===== src/rtl/decoder_nx_seq.sv =====
//==============================================================================
// Module   : decoder_nx_seq
// Brief    : Registered binary-to-one-hot decoder with a valid/ready command
//            port. Direct mode latches one select code and holds it. Scan mode
//            steps through all outputs, holding each for dwell+1 cycles.
// Options  : `define ACTIVE_LOW_OUT_EN -> y is driven active-low (selected bit
//            0, idle all-ones); timing and states are unchanged.
// Revision : 1.0 - initial release
//==============================================================================
`default_nettype none

module decoder_nx_seq #(
   parameter  int SEL_W   = 3,
   parameter  int DWELL_W = 8,
   localparam int OUT_W   = 2**SEL_W
) (
   input  logic               clk,
   input  logic               rst,
   input  logic               in_valid,
   output logic               in_ready,
   input  logic               mode,
   input  logic [SEL_W-1:0]   sel,
   input  logic [DWELL_W-1:0] dwell,
   input  logic               stop,
   output logic [OUT_W-1:0]   y,
   output logic               y_valid,
   output logic [SEL_W-1:0]   active_idx
);

   // XOR mask applied to the active-high one-hot code before it is registered
`ifdef ACTIVE_LOW_OUT_EN
   localparam logic [OUT_W-1:0] C_POL_MASK = {OUT_W{1'b1}};
`else
   localparam logic [OUT_W-1:0] C_POL_MASK = {OUT_W{1'b0}};
`endif
   localparam logic [OUT_W-1:0] C_ONE = {{(OUT_W-1){1'b0}}, 1'b1};

   typedef enum logic [1:0] {
      S_IDLE = 2'd0,
      S_HOLD = 2'd1,
      S_SCAN = 2'd2
   } state_t;

   state_t             r_state,  w_state_n;
   logic [OUT_W-1:0]   r_y,      w_y_n;
   logic               r_valid,  w_valid_n;
   logic [SEL_W-1:0]   r_idx,    w_idx_n;
   logic [DWELL_W-1:0] r_cnt,    w_cnt_n;
   logic [DWELL_W-1:0] r_dwell,  w_dwell_n;
   logic               w_accept;
   logic [SEL_W-1:0]   w_idx_inc;

   // Commands are only taken outside SCAN; scan runs until stop or reset
   assign in_ready   = (r_state != S_SCAN);
   assign w_accept   = in_valid && in_ready;
   assign w_idx_inc  = r_idx + 1'b1;   // wraps OUT_W-1 -> 0 by width

   assign y          = r_y;
   assign y_valid    = r_valid;
   assign active_idx = r_idx;

   // Next-state and next-output logic; defaults hold every register
   always_comb begin
      w_state_n = r_state;
      w_y_n     = r_y;
      w_valid_n = r_valid;
      w_idx_n   = r_idx;
      w_cnt_n   = r_cnt;
      w_dwell_n = r_dwell;

      case (r_state)
         S_IDLE, S_HOLD: begin
            // stop only matters once something is driven; it beats a command
            if (r_state == S_HOLD && stop) begin
               w_state_n = S_IDLE;
               w_y_n     = C_POL_MASK;
               w_valid_n = 1'b0;
            end else if (w_accept) begin
               w_state_n = mode ? S_SCAN : S_HOLD;
               w_y_n     = (C_ONE << sel) ^ C_POL_MASK;
               w_valid_n = 1'b1;
               w_idx_n   = sel;
               if (mode) begin
                  w_cnt_n   = dwell;
                  w_dwell_n = dwell;
               end
            end
         end
         S_SCAN: begin
            if (stop) begin
               w_state_n = S_IDLE;
               w_y_n     = C_POL_MASK;
               w_valid_n = 1'b0;
            end else if (r_cnt != '0) begin
               w_cnt_n = r_cnt - 1'b1;
            end else begin
               w_idx_n = w_idx_inc;
               w_y_n   = (C_ONE << w_idx_inc) ^ C_POL_MASK;
               w_cnt_n = r_dwell;
            end
         end
         default: begin
            w_state_n = S_IDLE;
            w_y_n     = C_POL_MASK;
            w_valid_n = 1'b0;
         end
      endcase
   end

   // State and output registers; reset overrides every input
   always_ff @(posedge clk) begin
      if (rst) begin
         r_state <= S_IDLE;
         r_y     <= C_POL_MASK;
         r_valid <= 1'b0;
         r_idx   <= '0;
         r_cnt   <= '0;
         r_dwell <= '0;
      end else begin
         r_state <= w_state_n;
         r_y     <= w_y_n;
         r_valid <= w_valid_n;
         r_idx   <= w_idx_n;
         r_cnt   <= w_cnt_n;
         r_dwell <= w_dwell_n;
      end
   end

endmodule

`default_nettype wire


===== config.mk =====
export PLATFORM = sky130hd
export DESIGN_NAME = decoder_nx_seq
export DESIGN_NICKNAME = d
export VERILOG_FILES = /design/src/rtl/decoder_nx_seq.sv
export SDC_FILE = /design/constraint.sdc
export NUM_CORES = 1
export LEC_CHECK = 0
export ABC_AREA = 1
export CAP_MARGIN = 20
export CORE_MARGIN = 3
export CORE_UTILIZATION = 48
export CTS_CLUSTER_DIAMETER = 200
export DETAILED_ROUTE_END_ITERATION = 8
export PLACE_DENSITY = 0.76
export SETUP_SLACK_MARGIN = 0.02
export SLEW_MARGIN = 20
export SYNTH_ARGS = -nofsm -noshare
export SYNTH_HDL_FRONTEND = slang
export SYNTH_SLANG_ARGS = --single-unit

===== constraint.sdc =====
create_clock -name clk -period 1.3 [get_ports clk]
set_input_delay 0.13 -clock clk [delete_from_list [all_inputs] [get_ports clk]]
set_output_delay 0.13 -clock clk [all_outputs]
set_load 0.1 [all_outputs]

* Word-level counts from Yosys, hierarchy flattened
Cells that the tools add are included.
** Storage, ports and cells
- Register bits :: 30
- Latch bits :: 0
- RAM bits :: 0
- Memory bits (read-only) :: 0
- Output and inout port bits :: 13
- Logic and storage cells :: 58
- Memories kept :: 0
** Operators by class
- Add/sub/neg operators :: 2
- $mul :: 0
- Div/mod/pow operators :: 0
- Order comparisons :: 0
- Equality and inequality tests :: 11
- Shift-type cells :: 2
- Mux-type cells :: 25
- Bitwise gates (word level) :: 1
- Reductions and logical operators :: 11
** Operators by type and width (count)
- 8-bit 2-to-1 mux :: 9
- 8-bit case mux with 2 select lines :: 2
- 1-bit by 3-bit << shifter with 8-bit output, first input constant :: 2
- 2-bit != test, second input constant :: 7
- 3-bit 2-to-1 mux :: 4
- 5-bit AND reduction :: 2
- 2-bit 2-to-1 mux :: 4
- 8-bit nonzero test :: 1
- 8-bit by 1-bit subtractor with 8-bit output, second input constant :: 1
- 3-bit != test, second input constant :: 2
- 3-bit case mux with 2 select lines :: 1
- 2-bit case mux with 2 select lines :: 1
- 2-bit AND reduction :: 2
- 4-bit AND reduction :: 1
- 3-bit by 1-bit adder with 3-bit output, second input constant :: 1
- 1-bit 2-to-1 mux :: 3
- 2-bit by 1-bit == test with 1-bit output, second input constant :: 1
- 2-bit == test, second input constant :: 1
- 1-bit logical AND :: 2
- 2-bit logical NOT :: 1
- 1-bit case mux with 2 select lines :: 1
- 2-bit nonzero test :: 1
- 2-bit OR reduction :: 1
- 1-bit inverter :: 1

* Logic depth before layout (Yosys ltp)
- Depth after elaboration :: 5
- Mapped depth :: 10
- Mapped depth without buffers :: 9

* Least setup slack after synthesis
No wires, ideal clock.
- Path kind :: register to register
- From :: reg r_idx[0] (netlist: active_idx[0])
- To :: reg r_y[4] (netlist: y[4])
- Arrival time :: 1954 ps
- Required time :: 1230 ps
- Slack :: -725 ps
- Cell stages (with the launch flop) :: 7
- Buffers on the path :: 0
- Period minus slack after synthesis :: 2025 ps
- Path through :: dfxtp_1 -> ha_1 -> xor2_1 -> nand3_1 -> o21ai_0 -> nand2_1 -> a21oi_1
** On the way
- Cells in the longest elaborated chain, start to end :: 5
** Ends and longest elaborated chain
- from (decl) :: line 47 : logic [SEL_W-1:0] r_idx, w_idx_n;
- from (signal assigned) :: line 123 : r_idx <= w_idx_n;
- 3-bit by 1-bit adder with 3-bit output :: line 56 : assign w_idx_inc = r_idx + 1'b1;
- 1-bit by 3-bit << shifter with 8-bit output :: line 98 : w_y_n = (C_ONE << w_idx_inc) ^ C_POL_MASK;
- 8-bit 2-to-1 mux :: line 94 : end else if (r_cnt != '0) begin
- 8-bit 2-to-1 mux :: line 90 : if (stop) begin
- 8-bit case mux with 2 select lines :: line 71 : case (r_state)
- to (signal assigned) :: line 121 : r_y <= w_y_n;
- to (decl) :: line 45 : logic [OUT_W-1:0] r_y, w_y_n;
Every way passes these cells. The select of a mux whose other input is x is not followed.
A chain may end at the register's enable or synchronous reset.

* Worst setup path after layout
- From :: reg r_state[0]
- To :: reg r_dwell[4]
** On the way
- Cells in the longest elaborated chain, start to end :: 4
** Ends and longest elaborated chain
- from (decl) :: line 44 : state_t r_state, w_state_n;
- from (signal assigned) :: line 120 : r_state <= w_state_n;
- 2-bit by 1-bit == test with 1-bit output :: line 71, 74
- 1-bit logical AND :: line 74 : if (r_state == S_HOLD && stop) begin
- 1-bit inverter (no source line)
- 4-bit AND reduction (no source line) (*)
- to (signal assigned) :: line 125 : r_dwell <= w_dwell_n;
- to (decl) :: line 49 : logic [DWELL_W-1:0] r_dwell, w_dwell_n;
Every way passes the cells marked *; elsewhere a longest branch is shown, timed or not.

==> reports/metrics.yaml <==
drc: 0
vias_per_cell: 5.490
crit_path_max_incr_delay_ps: 380
core-area_um2: 3416
yosysMostFrequentCell: "nand2_1"
final_hold_viol_count: 0
cts_tree: "done"
root_buffer: "clkbuf_4"
r2r_cells: 6
num_vias: 1960
ys.flop_type: "dfxtp_1"
endpoint_kind: "flop"
htreeDepth: 2
startpoint_type: "flop"
syn_avg_cell_area_um2: 7.072
yosysWarnings: 0
max_slew_margin: 0.7895
grt_overflow_total: 0
die_y_um: 66.33
instances_no_fill: 357
clkSinkCount: 30
gp_congestion: 0.9758
hpwl_um: 3497
outcome: "finished, violations left"
rows: 21
postCtsHoldBufs: 0
fin_crit_ps: 1347
arrival_ps: 1600
area_delta_synth_final_pct: 63.54
async_reset_ff_frac: 0
synth_edf_count: 0
leakagePower_nw: 1.186
first_iter_violations: 254
yosysSeqAreaShare: 0.3438
period_share: 1.036
clock_path_buffers: 2
hold_end: "r_dwell[1]"
rr_startpoint: "r_state[0]"
worstPathRequired_ps: 1550
grt_max_degree: 17
clock.fmax_ghz: 0.7426
numCtsBuffers: 5
crit_path_max_fanout: 8
r2r_setup_slack_ps: -50
initial_core_util: 0.5114
num_antenna_cells: 0
crit_path_frequent_cell: "buf_12"
wire_per_inst_um: 15.81
ys_types: 28
synth_top_area_share: 0.3438
grt_usage: 0.2386
cellPowerDensity_nw_per_um2: 1031
crit_type: "flop to flop"
fp.dieW_um: 66.33
setup_viol: 12
ir_worst_vdd_uv: 806.3
layout-drive-gt1-share: 0.4244
tightest_slew_ps: 312.5
holdCritStartpoint: "r_dwell[1]"
io_buffers: 28
violations: "negative setup slack"
placed_cell_area_um2: 2391
clk_pin_slew_worst_paths_ps: 90
ys_seq_elements: 30
hold_class: "flop to flop"
die_area_um2: 4399
r2r-end: "r_dwell[4]"
fillers: 191
syn_area_um2: 1747
design_area_um2: 2856
io-pin-count: 29
syn_inst: 247
fin_total_pwr_mw: 2.944
slew_viol_final: 0
dr.pass1.iters: 5
grt_antenna_before_repair: 0
ant_nets: 0
worst_slack_ps: -46.59
wirelength_um: 5644
clk_latency_ps: 330
grt_pass1_vias: 1679
finalClockSkew_ps: 9.409
crit_family: "buffers and inverters"
synth_top_cell_by_area: "dfxtp_1"
dp.cells: 340
slowest_stage: "dfxtp_4"
nets: 334
drv_cap: 0
yosys-top-cells-count: "nand2_1, a21oi_1, dfxtp_1, o21ai_0"
cp_num_buf_inv: 3
worstHoldPathCells: 2
rsz0062_at_grt: "true"
path_cells: "buf_12 -> nand2_8 -> nand4_4 -> buf_12 -> clkbuf_16 -> a21oi_1"
yosys-top-cells-area: "dfxtp_1, a21oi_1, nand2_1, o21ai_0, nand3_1"
synth.net_count: 270
grt_pass1_wl_um: 8100
-- worst min-delay path, delay by kind of cell (launching register included) --
family | cells | cell delay, ps
AOI/OAI and AO/OA | 1 | 60
buffers and inverters | 1 | 80
DFF | 1 | 320
-- cell families after synthesis --
family	Yosys count	synth area share
flops	30	0.3438
compound gates	75	0.2199
buf+inv	34	0.08596
fa+ha+maj	7	0.05014
xor+xnor	2	0.01003
simple gates	99	0.2901
-- layout make-up --
cell class                      instances  area (µm²)  share of cell area
Timing Repair Buffer                   61       719.4              0.2519
Inverter                               29       128.9             0.04512
Clock buffer                            5       37.54             0.01314
Tap cell                               46       57.56             0.02015
Sequential cell                        30       618.1              0.2164
Multi-Input combinational cell        184        1285              0.4498
Clock inverter                          2       10.01            0.003504
-- power breakdown --
part	switching (mW)	internal, mW	total [mW]
Sequential	0.0829	0.996	1.08
Clock	0.331	0.194	0.525
Combinational	0.799	0.541	1.34
Total	1.21	1.73	2.94
-- per-stage QoR --
step | hold WS, ps | setup TNS, ps | setup slack [ps] | utilization
2_1_floorplan | 208.5 | -256.1 | -37.54 | -
3_3_place_gp | 442.6 | -3713 | -168.8 | 0.7000
3_5_place_dp | 448.8 | -4934 | -230.3 | 0.7000
4_1_cts | 462.6 | 0 | 3.509 | 0.7546
5_1_grt | 497.9 | -1265 | -98.28 | 0.8363
6_report | 490.1 | -307.1 | -46.59 | 0.8363
-- state kept, by name (all words and copies together) (netlist names) --
| name | flops |
|---|---|
| active_idx | 3 |
| r_dwell | 8 |
| r_state | 2 |
| y_valid | 1 |
| r_cnt | 8 |
| y | 8 |
-- worst max path at each step --
stage | slack [ps] | cells past startpoint | start | to
finish | -50 | 6 | r_state[0] | r_dwell[4]
floorplan | -40 | 6 | active_idx[1] | active_idx[1]
global placement | -170 | 7 | stop | y[2]
detailed placement | -230 | 7 | stop | r_cnt[3]
CTS | 4 | 7 | r_state[0] | y[3]
global route | -100 | 8 | r_state[1] | y[6]
-- metal layers --
metal	vias up	track usage	wire length, µm
met5	-	0	0
met4	0	0.05076	105
met3	11	0.03912	375
met2	93	0.3594	2617
met1	902	0.3537	2546
li1	954	-	-
-- cell usage in the layout, fill, tap and decap left out, types with 12 or more instances in the layout --
cell type / count
nand2_1: 38
buf_4: 27
dfxtp_1: 22
nand3_1: 21
a21oi_2: 21
a21oi_1: 19
inv_1: 18
o21ai_0: 16
clkdlybuf4s50_1: 15
buf_12: 15
nor2_1: 12
o21ai_1: 12
-- repair_timing --
item                                    CTS  global route
pin swaps                                 8            10
cloned                                    1             1
gates resized for setup                  29            61
buffers inserted                          3             5
endpoints found under the setup margin   27            27
endpoints found under the hold margin     0             0
Power figures use the tool's default switching activity.
